==> src/rtl/pet_state_pkg.sv <==
// Shared encodings for the pet-logic stage: FSM states and the
// mood/need codes that form select_figures for the LCD figure controller.
package pet_state_pkg;

    // Pet life-cycle states.
    typedef enum logic [1:0] {
        ST_AWAKE    = 2'b00,
        ST_SLEEPING = 2'b01,
        ST_DEAD     = 2'b10
    } pet_state_t;

    // Mood field, select_figures[3:2].
    typedef enum logic [1:0] {
        MOOD_SAD     = 2'b00,
        MOOD_HAPPY   = 2'b01,
        MOOD_NEUTRAL = 2'b10
    } mood_t;

    // Need field, select_figures[1:0]; must stay aligned with the LCD figure map.
    typedef enum logic [1:0] {
        NEED_HEALTH = 2'b00,
        NEED_ENERGY = 2'b01,
        NEED_FOOD   = 2'b10,
        NEED_FUN    = 2'b11
    } need_t;

    // Figure code shown while the pet is dead.
    localparam logic [3:0] FIGURES_DEAD = 4'b0000;

    // Combine mood and need into the figure-select code.
    function automatic logic [3:0] pack_figures(input mood_t mood, input need_t need);
        return {mood, need};
    endfunction

endpackage

==> src/rtl/btn_edge.sv <==
// Registered rising-edge detector for debounced button levels.
// The history register resets to 1 so a button held through reset
// does not generate an event when reset is released.
module btn_edge #(
    parameter int WIDTH = 1
) (
    input  logic             clk,
    input  logic             reset,
    input  logic [WIDTH-1:0] i_btn,
    output logic [WIDTH-1:0] o_event
);

    logic [WIDTH-1:0] r_btn_q;
    logic [WIDTH-1:0] r_event;

    // Track the previous level and register a one-cycle event on a 0->1 change.
    always_ff @(posedge clk) begin
        // NOTE: non-blocking assignments let every flop sample pre-edge values, so r_event sees the old r_btn_q.
        if (!reset) begin
            r_btn_q <= '1;
            r_event <= '0;
        end else begin
            r_btn_q <= i_btn;
            r_event <= i_btn & ~r_btn_q;
        end
    end

    assign o_event = r_event;

endmodule

==> src/rtl/pet_state_core.sv <==
// Pet-logic stage for the LCD figure controller: four decaying stats
// restored by buttons, an AWAKE/SLEEPING/DEAD life cycle, and a registered
// mood/need encoding on select_figures.
module pet_state_core
    import pet_state_pkg::*;
#(
    parameter int  TICK_MAX  = 50_000_000,
    parameter int  STAT_MAX  = 5,
    parameter int  STAT_INIT = 3,
    parameter int  BOOST     = 2,
    parameter int  HAPPY_TH  = 4,
    parameter int  SAD_TH    = 1,
    localparam int W         = $clog2(STAT_MAX + 1)
) (
    input  logic         clk,
    input  logic         reset,
    input  logic         btn_feed,
    input  logic         btn_play,
    input  logic         btn_sleep,
    input  logic         btn_heal,
    output logic [3:0]   select_figures,
    output logic         ready_o,
    output logic         sleeping_o,
    output logic         dead_o,
    output logic [W-1:0] stat_health,
    output logic [W-1:0] stat_food,
    output logic [W-1:0] stat_energy,
    output logic [W-1:0] stat_fun
);

    localparam int             CW         = (TICK_MAX > 1) ? $clog2(TICK_MAX) : 1;
    localparam logic [CW-1:0]  CNT_LAST   = CW'(TICK_MAX - 1);
    localparam logic [W-1:0]   STAT_MAX_W = W'(STAT_MAX);
    localparam logic [W-1:0]   STAT_INIT_W= W'(STAT_INIT);
    localparam logic [W-1:0]   BOOST_W    = W'(BOOST);
    localparam logic [W-1:0]   HAPPY_W    = W'(HAPPY_TH);
    localparam logic [W-1:0]   SAD_W      = W'(SAD_TH);
    localparam logic [W:0]     STAT_MAX_E = (W+1)'(STAT_MAX);
    localparam logic [W:0]     ONE_E      = (W+1)'(1);

    // Decay first (floored at 0), then boost, then clamp; one spare bit avoids wrap.
    function automatic logic [W-1:0] sat_update(input logic [W-1:0] old_v,
                                                input logic         dec,
                                                input logic [W-1:0] inc);
        logic [W:0] v;
        v = {1'b0, old_v};
        if (dec && (v != '0)) v = v - ONE_E;
        v = v + {1'b0, inc};
        if (v > STAT_MAX_E) v = STAT_MAX_E;
        return v[W-1:0];
    endfunction

    // ------------------------------------------------------------------
    // Button events
    // ------------------------------------------------------------------
    logic w_ev_feed;
    logic w_ev_play;
    logic w_ev_sleep;
    logic w_ev_heal;

    btn_edge #(.WIDTH(1)) u_edge_feed  (.clk(clk), .reset(reset), .i_btn(btn_feed),  .o_event(w_ev_feed));
    btn_edge #(.WIDTH(1)) u_edge_play  (.clk(clk), .reset(reset), .i_btn(btn_play),  .o_event(w_ev_play));
    btn_edge #(.WIDTH(1)) u_edge_sleep (.clk(clk), .reset(reset), .i_btn(btn_sleep), .o_event(w_ev_sleep));
    btn_edge #(.WIDTH(1)) u_edge_heal  (.clk(clk), .reset(reset), .i_btn(btn_heal),  .o_event(w_ev_heal));

    // ------------------------------------------------------------------
    // Decay tick: tick every TICK_MAX cycles, etick on every second tick
    // ------------------------------------------------------------------
    logic [CW-1:0] r_cnt;
    logic          r_half;
    logic          w_tick;
    logic          w_etick;

    assign w_tick  = (r_cnt == CNT_LAST);
    assign w_etick = w_tick & r_half;

    // Free-running tick counter with a half flag toggled on each tick.
    always_ff @(posedge clk) begin
        if (!reset) begin
            r_cnt  <= '0;
            r_half <= 1'b0;
        end else begin
            if (w_tick) begin
                r_cnt  <= '0;
                r_half <= ~r_half;
            end else begin
                r_cnt  <= r_cnt + CW'(1);
            end
        end
    end

    // ------------------------------------------------------------------
    // Stat datapath
    // ------------------------------------------------------------------
    pet_state_t   r_state;
    logic [W-1:0] r_health;
    logic [W-1:0] r_food;
    logic [W-1:0] r_energy;
    logic [W-1:0] r_fun;

    logic         w_awake;
    logic         w_asleep;
    logic         w_alive;
    logic         w_any_zero;
    logic         w_dec_health;
    logic         w_dec_food;
    logic         w_dec_energy;
    logic         w_dec_fun;
    logic [W-1:0] w_inc_health;
    logic [W-1:0] w_inc_food;
    logic [W-1:0] w_inc_energy;
    logic [W-1:0] w_inc_fun;
    logic [W-1:0] w_health_next;
    logic [W-1:0] w_food_next;
    logic [W-1:0] w_energy_next;
    logic [W-1:0] w_fun_next;

    assign w_awake  = (r_state == ST_AWAKE);
    assign w_asleep = (r_state == ST_SLEEPING);
    assign w_alive  = w_awake | w_asleep;

    // Health suffers when any other stat was already empty before this update.
    assign w_any_zero   = (r_food == '0) || (r_energy == '0) || (r_fun == '0);

    assign w_dec_health = w_alive & w_tick & w_any_zero;
    assign w_dec_food   = w_alive & w_tick;
    assign w_dec_energy = w_awake & w_etick;
    assign w_dec_fun    = w_awake & w_tick;

    // Play is only honoured while awake; sleeping regains one energy per tick.
    assign w_inc_health = (w_alive & w_ev_heal) ? BOOST_W : '0;
    assign w_inc_food   = (w_alive & w_ev_feed) ? BOOST_W : '0;
    assign w_inc_energy = (w_asleep & w_tick)   ? W'(1)   : '0;
    assign w_inc_fun    = (w_awake & w_ev_play) ? BOOST_W : '0;

    assign w_health_next = sat_update(r_health, w_dec_health, w_inc_health);
    assign w_food_next   = sat_update(r_food,   w_dec_food,   w_inc_food);
    assign w_energy_next = sat_update(r_energy, w_dec_energy, w_inc_energy);
    assign w_fun_next    = sat_update(r_fun,    w_dec_fun,    w_inc_fun);

    // Stat registers; in DEAD every decrement and boost is gated off, so they hold.
    always_ff @(posedge clk) begin
        if (!reset) begin
            r_health <= STAT_INIT_W;
            r_food   <= STAT_INIT_W;
            r_energy <= STAT_INIT_W;
            r_fun    <= STAT_INIT_W;
        end else begin
            r_health <= w_health_next;
            r_food   <= w_food_next;
            r_energy <= w_energy_next;
            r_fun    <= w_fun_next;
        end
    end

    // ------------------------------------------------------------------
    // Life-cycle FSM with registered status outputs
    // ------------------------------------------------------------------
    logic r_sleeping;
    logic r_dead;

    // Death beats any sleep transition; a sleep event and auto-wake both land in AWAKE.
    always_ff @(posedge clk) begin
        if (!reset) begin
            r_state    <= ST_AWAKE;
            r_sleeping <= 1'b0;
            r_dead     <= 1'b0;
        end else begin
            unique case (r_state)
                ST_AWAKE: begin
                    if (w_health_next == '0) begin
                        r_state <= ST_DEAD;
                        r_dead  <= 1'b1;
                    end else if (w_ev_sleep) begin
                        r_state    <= ST_SLEEPING;
                        r_sleeping <= 1'b1;
                    end
                end
                ST_SLEEPING: begin
                    if (w_health_next == '0) begin
                        r_state    <= ST_DEAD;
                        r_sleeping <= 1'b0;
                        r_dead     <= 1'b1;
                    end else if (w_ev_sleep || (w_energy_next == STAT_MAX_W)) begin
                        r_state    <= ST_AWAKE;
                        r_sleeping <= 1'b0;
                    end
                end
                ST_DEAD: begin
                    r_state    <= ST_DEAD;
                    r_sleeping <= 1'b0;
                    r_dead     <= 1'b1;
                end
                default: begin
                    r_state    <= ST_AWAKE;
                    r_sleeping <= 1'b0;
                    r_dead     <= 1'b0;
                end
            endcase
        end
    end

    // ------------------------------------------------------------------
    // Mood / need encoder
    // ------------------------------------------------------------------
    logic [W-1:0] w_min;
    need_t        w_need;
    mood_t        w_mood;

    // Find the lowest stat; strict compares in priority order resolve ties.
    always_comb begin
        // NOTE: every variable gets a value before any branch so no latch is inferred.
        w_min  = r_health;
        w_need = NEED_HEALTH;
        w_mood = MOOD_NEUTRAL;
        if (r_food < w_min) begin
            w_min  = r_food;
            w_need = NEED_FOOD;
        end
        if (r_energy < w_min) begin
            w_min  = r_energy;
            w_need = NEED_ENERGY;
        end
        if (r_fun < w_min) begin
            w_min  = r_fun;
            w_need = NEED_FUN;
        end
        if (w_min >= HAPPY_W) begin
            w_mood = MOOD_HAPPY;
        end else if (w_min <= SAD_W) begin
            w_mood = MOOD_SAD;
        end
    end

    logic [3:0] r_figures;
    logic       r_ready;

    // Register the figure code one edge behind the stats, and the display-ready level.
    always_ff @(posedge clk) begin
        if (!reset) begin
            r_figures <= pack_figures(MOOD_NEUTRAL, NEED_HEALTH);
            r_ready   <= 1'b0;
        end else begin
            r_figures <= (r_state == ST_DEAD) ? FIGURES_DEAD : pack_figures(w_mood, w_need);
            r_ready   <= 1'b1;
        end
    end

    assign select_figures = r_figures;
    assign ready_o        = r_ready;
    assign sleeping_o     = r_sleeping;
    assign dead_o         = r_dead;
    assign stat_health    = r_health;
    assign stat_food      = r_food;
    assign stat_energy    = r_energy;
    assign stat_fun       = r_fun;

endmodule

==> config.mk <==
export PLATFORM = sky130hd
export DESIGN_NAME = pet_state_core
export DESIGN_NICKNAME = d
export VERILOG_FILES = /design/src/rtl/pet_state_pkg.sv /design/src/rtl/btn_edge.sv /design/src/rtl/pet_state_core.sv
export SDC_FILE = /design/constraint.sdc
export NUM_CORES = 1
export LEC_CHECK = 0
export CAP_MARGIN = 25
export CORE_ASPECT_RATIO = 2
export CORE_MARGIN = 2
export CORE_UTILIZATION = 55
export DETAILED_ROUTE_END_ITERATION = 6
export MAX_ROUTING_LAYER = met4
export PLACE_DENSITY = 0.76
export SYNTH_ARGS = -nofsm -noshare
export SYNTH_HDL_FRONTEND = slang
export SYNTH_HIERARCHICAL = 1
export SYNTH_SLANG_ARGS = --single-unit
==> constraint.sdc <==
create_clock -name clk -period 6.1 [get_ports clk]
set_input_delay 0.915 -clock clk [delete_from_list [all_inputs] [get_ports clk]]
set_output_delay 0.915 -clock clk [all_outputs]
set_load 0.005 [all_outputs]
==> flow_summary.toml, run 1 <==
[outcome]
status = "completed"

[yosys]
synth_top_cell_area_share_pct = 36.4
async_flop_share_pct = 0
synthCells = 347
synth_top_family_by_area = "simple AND/OR/NAND/NOR gates"
avgSynthCellArea_um2 = 8.87
synth-xor-area-share_pct = 10.2
synth_compound_area_share_pct = 10.1
syn_nets = 379
synthAdderAreaFrac_pct = 10.6
synth-seq-cells = 56
yosysTopAreaCell = "dfxtp_1"
synthMuxAreaShare_pct = 1.99
yosysSeqAreaShare_pct = 36.4
synth_area_leaders = "dfxtp_1 36%, ha_1 11%, xor2_1 5.7%"
yosysWarnings = 6
syn_area_um2 = 3080
synth_ff_type = "dfxtp_1"
synth_edf_count = 0
synth_cell_types = 49
synth-simple-area-share_pct = 26.6

[placed_design]
port_buffers = 24
dpl.cell_count = 419
hpwlAfterDp_mm = 4.86
place_congestion = 0.953
placed_area_um2 = 3350
place_ws_ns = 2.08

[finish]
fin_nets = 398
post-route-util_pct = 63.5
drive_gt1_share_pct = 4.36
area_growth_pct = 11.7
postLayoutCellArea_um2 = 3440
final_cell_mix = "56 x dfxtp_1, 41 x nor2_1, 26 x ha_1"
layout.cells.most_common = "dfxtp_1"
instances_no_fill = 427
num_antenna_cells = 0

[setup_path]
crit_path_start_kind = "flop"
critical_path.endpoint_type = "flop"
critical_path.startpoint = "r_cnt[8]$_SDFF_PP0_"
r2r_cells = 13
reg2reg_from = "r_cnt[8]$_SDFF_PP0_"
path_class = "reg2reg"
r2r_slack_ns = 2.08
rr_endpoint = "sleeping_o$_SDFFE_PN0P_"
critical_path_required_ns = 6.35
worstPathArrival_ns = 4.27
crit_fanout = 6
crit_path_end = "sleeping_o$_SDFFE_PN0P_"

[global_route]
globalRouteOverflowTotal = 0
grt_pass1_wl_mm = 10.6
busiest_layer = "met2"
grt_pass1_vias = 2407
grt_use_met3_pct = 3.29
antenna_found_initial = 0
grt_usage_pct = 22.4
met1_usage_pct = 22.1
grt_max_degree = 26
met2_usage_pct = 42.0

[pwr]
power_mw = 0.674
powerDensity_nw_per_um2 = 196
clockPowerShare_pct = 31.5
leakage_nw = 1.47
pwr-share-comb_pct = 11.3
power.internal_mw = 0.498
vdd_ir_drop_max_mv = 0.216
p_switching_mw = 0.177
p_sw_share_pct = 26.2
share_seq_of_total_power_pct = 57.2

[clock_network]
cts.sinks = 56
ctsHoldBuffers = 0
cts_tree = "built"
cts_resized = 0
path_clk_slew_ns = 0.11
clock_tree.root_cell = "clkbuf_8"
clock_latency_ns = 0.33
cts_buffers = 5
cts_buffer_depth = 2
htreeDepth = 2
cts_post_setup_buffers_inserted = 0

[floorplan]
dieWidth_um = 56.9
pin_count = 25
initial_utilization_pct = 56.8
die_area_um2 = 6250
coreArea_um2 = 5420
die_h_um = 110
rows = 38

[timing]
min_period_ns = 4.02
hold_viol_final = 0
timing.fmax_mhz = 249
max_slew_margin_pct = 44.4
setup_viol = 0
fin_skew_ns = 0.0161
grt_setup_unrepaired = "no"
holdWs_ns = 0.471
max_slew.worst_pin.slew_ns = 0.832
finalWorstSetupSlack_ns = 2.08
period_share_pct = 65.9
final_max_slew_viol_count = 0
final.setup.tns_ns = 0

[route]
totalWireLength_mm = 6.38
ant_nets = 0
drc = 0
wire_per_inst_um = 14.9
detail_route.iter0.violations = 75
dr.pass1.iters = 4
via_count = 2439
viasPerCell = 5.71

[min_path]
min_path_type = "reg2reg"
whs_path_depth = 1

[job]
drv_cap = 0
[power groups by stage]
stage | combinational, mW | sequential [mW] | clock, mW
finish | 0.0759 | 0.386 | 0.213
global route | 0.0840 | 0.388 | 0.229
CTS | 0.0763 | 0.386 | 0.220
detailed placement | 0.0757 | 0.395 | 0
global placement | 0.0738 | 0.394 | 0
floorplan | 0.0462 | 0.393 | 0
[registers in the layout, summed over array words and instances (netlist names), 2 cells and up]
register	flops
r_state	2
select_figures	4
r_cnt	26
stat_food	3
stat_health	3
stat_fun	3
stat_energy	3
[kinds of logic (layout without fill, tap and decap cells)]
logic type	count (synthesis)	in the layout
AO/OA/AOI/OAI	46	46
XOR/XNOR	36	36
adder cells (fa/ha/maj)	26	26
buffers and inverters	33	53
flip-flops	56	56
multiplexers	6	6
AND/OR/NAND/NOR	144	144
[area by class of cell]
cell class                 count  area, µm²
fill                         492       1980
multi-input combinational    258       1830
sequential                    56       1120
timing repair buffer          24        240
inverter                      21       78.8
tap                           60       75.1
clock buffer                   5       68.8
clock inverter                 3       23.8
[critical path, cell delays in order, from the launching register on]
cell and delay (ns):
dfxtp_1 0.40, or4b_1 0.48, nor4_1 0.25, nand4_1 0.13, or4_1 0.64, xnor2_1 0.19, ha_1 0.23, nor2b_1 0.18
a2111oi_0 0.11, a21oi_1 0.21, or4b_2 0.63, nand2_1 0.10, o311ai_0 0.17, a22oi_1 0.22
[how the worst min path moves through the flow]
stage,endpoint,from
3_3_place_gp,r_cnt[0]$_SDFF_PP0_,r_cnt[0]$_SDFF_PP0_
6_report,r_cnt[0]$_SDFF_PP0_,r_cnt[0]$_SDFF_PP0_
2_1_floorplan,r_cnt[0]$_SDFF_PP0_,r_cnt[0]$_SDFF_PP0_
3_5_place_dp,r_cnt[0]$_SDFF_PP0_,r_cnt[0]$_SDFF_PP0_
5_1_grt,r_cnt[0]$_SDFF_PP0_,r_cnt[0]$_SDFF_PP0_
4_1_cts,r_cnt[0]$_SDFF_PP0_,r_cnt[0]$_SDFF_PP0_
[synth_stat cells (3+ instances only)]
cell,instances
and4_1,5
xor2_1,20
and2_1,3
a21oi_1,8
ha_1,26
nand3_1,15
nor2b_1,9
nor3_1,6
nor2_1,41
o21bai_1,3
dfxtp_1,56
or4_1,4
o21ai_0,13
nand2b_1,9
nand2_1,18
mux2i_1,5
nand4_1,5
and3_1,8
or3_1,4
and3b_1,4
a31oi_1,3
clkbuf_1,11
inv_1,21
xnor2_1,16
[routing by layer]
layer / share of wire (%) / vias to the layer above
li1: - / 1245
met1: 40 / 1157
met2: 56 / 28
met3: 1.8 / 9
met4: 2.2 / 0
met5: 0 / -
(Power assumes the default switching activity.)
==> run 2: changes to the inputs <==
- clock period: 6.1 -> 3.7 ns (I/O delays scaled with it)
==> flow_summary.toml, run 2 (same netlist as run 1, synthesis figures left out) <==
[min_path]
whs_path_depth = 1
min_path_type = "reg2reg"
hp-start = "r_cnt[0]$_SDFF_PP0_"
hold_end = "r_cnt[0]$_SDFF_PP0_"

[route]
totalWireLength_mm = 6.94
dr.pass1.iters = 4
viasPerCell = 5.77
wire_per_inst_um = 15.5
via_count = 2592
ant_nets = 0
detail_route.iter0.violations = 131
drc = 0

[global_route]
antenna_found_initial = 0
grt_pass1_vias = 2591
grt_pass1_wl_mm = 11.9
globalRouteOverflowTotal = 0
grt_max_degree = 26
grt_usage_pct = 25.0

[setup_path]
crit_chain = "or4b_1 -> nor4_2 -> nand4_1 -> or4_4 -> xnor2_2 -> ha_2 -> nor2b_2 -> a2111oi_1 -> a21oi_1 -> or4b_4 -> nand2_1 -> o311ai_1 -> a22oi_1"
reg2reg_from = "r_cnt[18]$_SDFF_PP0_"
cp_top_family = "simple AND/OR/NAND/NOR gates"
cp_num_buf_inv = 0
worstPathArrival_ns = 3.82
crit_path_start_kind = "flop"
path_class = "reg2reg"
r2r_slack_ns = 0.12
rr_endpoint = "sleeping_o$_SDFFE_PN0P_"
critical_path.endpoint_type = "flop"
slowest_stage = "or4b_1"
crit_fanout = 2
r2r_cells = 13
critical_path_required_ns = 3.94
max_stage_delay_ns = 0.53

[pwr]
power_mw = 1.12
vdd_ir_drop_max_mv = 0.266
leakage_nw = 1.59
powerDensity_nw_per_um2 = 305

[placed_design]
hpwlAfterDp_mm = 5.35
placed_area_um2 = 3490
place_congestion = 0.946
port_buffers = 24

[timing]
holdWs_ns = 0.468
setup_viol = 0
max_slew.worst_pin.slew_ns = 0.826
timing.fmax_mhz = 279
fin_skew_ns = 0.00940
final_max_slew_viol_count = 0
period_share_pct = 96.7
min_period_ns = 3.58
max_slew_margin_pct = 44.8
hold_viol_final = 0

[clock_network]
clock_latency_ns = 0.31
cts_tree = "built"
cts_buffers = 5
cts_buffer_depth = 2
clock_tree.root_cell = "clkbuf_8"
ctsHoldBuffers = 0
cts.sinks = 56
htreeDepth = 2
path_clk_slew_ns = 0.10

[finish]
largest_register_ffs = 26
ff_latch_area_um2 = 1120
num-fill-cells = 460
num_antenna_cells = 0
regMostFlops = "r_cnt"
layout.cells.most_common = "dfxtp_1"
postLayoutCellArea_um2 = 3650
drive_gt1_share_pct = 12.1
final_cell_mix = "56 x dfxtp_1, 41 x nor2_1, 24 x ha_1, 24 x clkdlybuf4s50_1, 22 x buf_4"
fin_nets = 420
multi_input_area_um2 = 1880
area_growth_pct = 18.7

[floorplan]
pin_count = 25
initial_utilization_pct = 56.8
coreArea_um2 = 5420
die_h_um = 110
die_area_um2 = 6250
rows = 38
dieWidth_um = 56.9

[outcome]
status = "completed"

[job]
drv_cap = 0
==> run 2: cell count changes in the layout (fill, tap and decap cells not counted), moves of 2 or more <==
| cell | before | now |
|---|---|---|
| xnor2_2 | 0 | 2 |
| buf_4 | 0 | 22 |
| xnor2_1 | 16 | 14 |
| ha_1 | 26 | 24 |
| ha_2 | 0 | 2 |
==> run 2: worst max path at each step <==
stage	start	end	cells after the start
global route	r_cnt[18]$_SDFF_PP0_	sleeping_o$_SDFFE_PN0P_	13
CTS	r_cnt[18]$_SDFF_PP0_	sleeping_o$_SDFFE_PN0P_	13
detailed placement	r_cnt[18]$_SDFF_PP0_	sleeping_o$_SDFFE_PN0P_	13
finish	r_cnt[18]$_SDFF_PP0_	sleeping_o$_SDFFE_PN0P_	13
floorplan	r_cnt[16]$_SDFF_PP0_	sleeping_o$_SDFFE_PN0P_	14
global placement	r_cnt[18]$_SDFF_PP0_	sleeping_o$_SDFFE_PN0P_	13
==> run 2: cell type report <==
class,instances,share of cell area [%]
Clock buffer,5,1.88
Clock inverter,3,0.651
Inverter,21,2.16
Multi-Input combinational cell,258,51.5
Sequential cell,56,30.7
Tap cell,60,2.06
Timing Repair Buffer,46,11.1
==> run 2: metrics by stage <==
| stage | setup TNS (ns) | instances | setup slack, ns | util [%] |
|---|---|---|---|---|
| global route | -0.0179 | 449 | -0.0179 | 67.4 |
| floorplan | 0 | 347 | 0.0876 | - |
| global placement | 0 | 438 | 0.125 | 64.4 |
| CTS | 0 | 446 | 0.00455 | 66.2 |
| detailed placement | -0.0208 | 438 | -0.0208 | 64.4 |
| finish | 0 | 449 | 0.122 | 67.4 |
==> run 2: what timing repair did <==
action | 4_1_cts | 5_1_grt
buffers inserted | 0 | 3
pin swaps | 0 | 5
cloned | 0 | 0
endpoints found under the setup margin | 1 | 7
gates resized for setup | 1 | 13
==> run 2: metal layers <==
metal	track usage, %	vias to the layer above	share of wire (%)
met5	-	-	0
met4	11.5	0	3.7
met3	3.53	23	2.7
met2	48.6	53	57
met1	23.3	1230	36
li1	-	1286	-
==> run 2: power breakdown <==
group,switching [mW],leakage [nW],internal [mW]
clock,0.202,0.0404,0.134
combinational,0.0692,1.09,0.0762
sequential,0.0121,0.455,0.621
total,0.284,1.59,0.832
==> run 2: worst reg2reg max path: stages (launching register included) <==
cell and delay [ns]:
dfxtp_1 0.32, or4b_1 0.53, nor4_2 0.31, nand4_1 0.16, or4_4 0.48, xnor2_2 0.15
ha_2 0.20, nor2b_2 0.17, a2111oi_1 0.10, a21oi_1 0.19, or4b_4 0.50, nand2_1 0.09
o311ai_1 0.13, a22oi_1 0.22
==> run 3: changes to the inputs <==
- CORE_ASPECT_RATIO: 2 -> 1.25
- clock period: 3.7 -> 4.55 ns (I/O delays scaled with it)
==> flow_summary.toml, run 3 (same netlist as run 1, synthesis figures left out) <==
[setup_path]
timing.critical_path.depth = 13
r2r_slack_ns = 0.55
rr_endpoint = "sleeping_o$_SDFFE_PN0P_"
crit_fanout = 6
critical_path.endpoint_type = "flop"
crit_chain = "or4b_1 -> nor4_1 -> nand4_1 -> or4_1 -> xnor2_1 -> ha_1 -> nor2b_1 -> a2111oi_0 -> a21oi_1 -> or4b_2 -> nand2_1 -> o311ai_0 -> a22oi_1"
max_stage_delay_ns = 0.64
critical_path.startpoint = "r_cnt[16]$_SDFF_PP0_"
critical_path_required_ns = 4.80
r2r_cells = 13
worstPathArrival_ns = 4.24
slowest_stage = "or4_1"
reg2reg_from = "r_cnt[16]$_SDFF_PP0_"
crit_path_end = "sleeping_o$_SDFFE_PN0P_"
cp_num_buf_inv = 0
cp_top_family = "simple AND/OR/NAND/NOR gates"
path_class = "reg2reg"
crit_path_start_kind = "flop"

[clock_network]
clock_latency_ns = 0.32
path_clk_slew_ns = 0.11
cts_tree = "built"
cts.sinks = 56
cts_resized = 0
cts_buffers = 5
cts_post_setup_buffers_inserted = 0
clock_tree.root_cell = "clkbuf_8"
htreeDepth = 2
ctsHoldBuffers = 0
cts_buffer_depth = 2

[pwr]
powerDensity_nw_per_um2 = 262
leakage_nw = 1.48
vdd_ir_drop_max_mv = 0.121

[global_route]
grt_pass1_vias = 2315
grt_pass1_wl_mm = 10.4
met2_usage_pct = 37.6
antenna_found_initial = 0
grt_use_met3_pct = 2.99
busiest_layer = "met2"
grt_max_degree = 26
grt_usage_pct = 21.4
globalRouteOverflowTotal = 0
met1_usage_pct = 24.6

[timing]
final_max_slew_viol_count = 0
grt_setup_unrepaired = "no"
holdWs_ns = 0.474
period_share_pct = 87.8
timing.fmax_mhz = 250
min_period_ns = 4.00
max_slew_margin_pct = 46.8
fin_skew_ns = 0.0203
final.setup.tns_ns = 0
setup_viol = 0
max_slew.worst_pin.slew_ns = 0.796
hold_viol_final = 0

[finish]
area_growth_pct = 12.2
largest_register_ffs = 26
num_antenna_cells = 0
fin_nets = 399
final_cell_mix = "56 x dfxtp_1, 41 x nor2_1, 26 x ha_1"
postLayoutCellArea_um2 = 3450
post-route-util_pct = 63.9
regMostFlops = "r_cnt"
drive_gt1_share_pct = 4.35
layout.cells.most_common = "dfxtp_1"
instances_no_fill = 432

[placed_design]
hpwlAfterDp_mm = 4.58
port_buffers = 24
place_congestion = 0.861
placed_area_um2 = 3360
dpl.cell_count = 424

[floorplan]
die_area_um2 = 6210
initial_utilization_pct = 56.9
rows = 30
coreArea_um2 = 5410
die_h_um = 87.6
pin_count = 25
dieWidth_um = 70.9

[route]
totalWireLength_mm = 6.15
viasPerCell = 5.71
detail_route.iter0.violations = 79
dr.pass1.iters = 4
ant_nets = 0
drc = 0
wire_per_inst_um = 14.2
via_count = 2467

[job]
drv_cap = 0

[min_path]
hp-start = "r_cnt[0]$_SDFF_PP0_"
min_path_type = "reg2reg"

[outcome]
status = "completed"
[run 3: cell count changes in the layout (fill, tap and decap cells not counted), sizes merged]
| cell | change |
|---|---|
| buf | -21 |
| clkbuf | +2 |
| clkinv | -1 |
| clkinvlp | -1 |
[run 3: area by class of cell]
class	count	area, µm²
clock inverter	1	7.51
multi-input combinational	258	1830
timing repair buffer	25	248
tap	64	80.1
sequential	56	1120
fill	459	1950
inverter	21	78.8
clock buffer	7	86.3
[run 3: report_power, final]
group | switching, mW | total, mW | internal [mW] | leakage (nW)
registers | 0.0127 | 0.518 | 0.505 | 0.455
clock network | 0.164 | 0.288 | 0.124 | 0.0445
logic | 0.0473 | 0.100 | 0.0528 | 0.980
[run 3: per-layer routing]
metal | vias up | part of all wire, %
li1 | 1247 | -
met1 | 1167 | 44
met2 | 42 | 51
met3 | 11 | 2.5
met4 | 0 | 1.8
met5 | - | 0
[run 3: worst min path at each step]
stage                                           endpoint  slack [ns]  depth (start not counted)
after floorplan                      r_cnt[0]$_SDFF_PP0_        0.43                          1
after global placement               r_cnt[0]$_SDFF_PP0_        0.44                          1
after detailed placement             r_cnt[0]$_SDFF_PP0_        0.46                          1
after CTS                            r_cnt[0]$_SDFF_PP0_        0.48                          1
after global routing      u_edge_heal/o_event$_SDFF_PN0_        0.51                          1
final                                r_cnt[0]$_SDFF_PP0_        0.47                          1
[run 3: worst reg2reg max path: stages, from the launching register on]
cell       delay (ns)
dfxtp_1          0.37
or4b_1           0.51
nor4_1           0.29
nand4_1          0.15
or4_1            0.64
xnor2_1          0.20
ha_1             0.24
nor2b_1          0.17
a2111oi_0        0.11
a21oi_1          0.19
or4b_2           0.62
nand2_1          0.10
o311ai_0         0.15
a22oi_1          0.21
[run 3: through the flow]
stage | power [mW] | setup slack [ns]
after floorplan | 0.589 | 0.938
after global placement | 0.627 | 0.797
after detailed placement | 0.630 | 0.587
after CTS | 0.914 | 0.544
after global routing | 0.946 | 0.176
final | 0.906 | 0.554
==> variant (config.mk and constraints of run 2) <==
The parameter `STAT_MAX` goes from 5 to 4.
--- a/src/rtl/pet_state_core.sv
+++ b/src/rtl/pet_state_core.sv
@@ -6,5 +6,5 @@
 #(
     parameter int  TICK_MAX  = 50_000_000,
-    parameter int  STAT_MAX  = 5,
+    parameter int  STAT_MAX  = 4,
     parameter int  STAT_INIT = 3,
     parameter int  BOOST     = 2,
Check against the original RTL: not equivalent (Yosys sat finds a counterexample within 4 cycles, from zero or initial values and one cycle with reset low).
==> variant against run 2 <==
Power increased by 25%; critical path type unchanged; via count decreased by 2.9%; hold slack improved by 25 ps; synthesized area increased by 1.9%; setup slack improved by 34 ps; wire length decreased by 6.5%; cell area decreased by 0.34%; largest power group unchanged; combinational power increased by 33%; sequential cell count unchanged.
==> variant: results (changes against run 2) <==
fmax=0.2821 GHz (+0.96%); met1 usage=0.2583 (+0.02539); status=completed; Crit path arrival time=3770 ps (-50 ps); RePlAce Congestion=0.8670 (-8.4%); Power Total=1390 uW (+25%); Seq/total area=0.3084 (+0.001398); met3 wire len=208 um (+12%); VDD IR max=0.3293 mV (+24%); commonest cells in the synthesized netlist=dfxtp_1, nor2_1, ha_1; multi-input gate count=255 (-1.2%); Inverters=20 (-4.8%); clk_skew=2.730 ps (-6.668 ps); total track usage=0.2171 (-0.03292); leading post-synthesis cells by cell area=dfxtp_1, ha_1, xnor2_1, nor2_1, xor2_1; clock share of power=0.395 (+0.093); Cell Int Power=1058 uW (+27%); Finished Layout Cells=429 (-4.5%); initial drt markers=119 (-9.2%); Lkg Pwr=0.001524 uW (-4.1%); CP max stage delay=370 ps (-160 ps); area grow syn2layout=16.04%; dpl hpwl=4698 um (-12%); R2R cell count=16 (+3); Root Buffer=clkbuf_16; Hold WS=493.3 ps (+25.19 ps); Seq pwr share=0.466 (-0.102); DP Cell Count=419 (-4.3%); Unique masters post-synth=54 (+10%); final wirelength=6488 um (-6.5%)
## variant: changes by cell type after synthesis, moves of 4 or more
cell | before | now
xor2_1 | 20 | 12
nand4b_1 | 0 | 4
clkbuf_1 | 11 | 4
or4_1 | 4 | 0
xnor2_1 | 16 | 20
nand3_1 | 15 | 11
nor2_1 | 41 | 34
## variant: worst max-delay path, delay by kind of cell (launching register included)
family / cells / cell delay, ps
adder cells (fa/ha/maj): 3 / 860
buffers and inverters: 2 / 170
multiplexers: 3 / 860
flip-flops: 1 / 350
AND/OR/NAND/NOR: 4 / 460
AO/OA/AOI/OAI: 4 / 770
## variant: cells by family after synthesis
group | Yosys count | share of synthesized area
simple gates | 144 | 0.2852
fa+ha+maj | 26 | 0.1037
compound gates | 45 | 0.09813
mux | 8 | 0.02593
xor+xnor | 32 | 0.08935
flops | 56 | 0.3574
buf+inv | 29 | 0.04028
## variant: what timing repair did
action | in CTS | in global routing
hold buffers | 0 | 0
setup buffers | 0 | 2
gates resized for setup | 0 | 7
setup endpoints to repair | 0 | 2
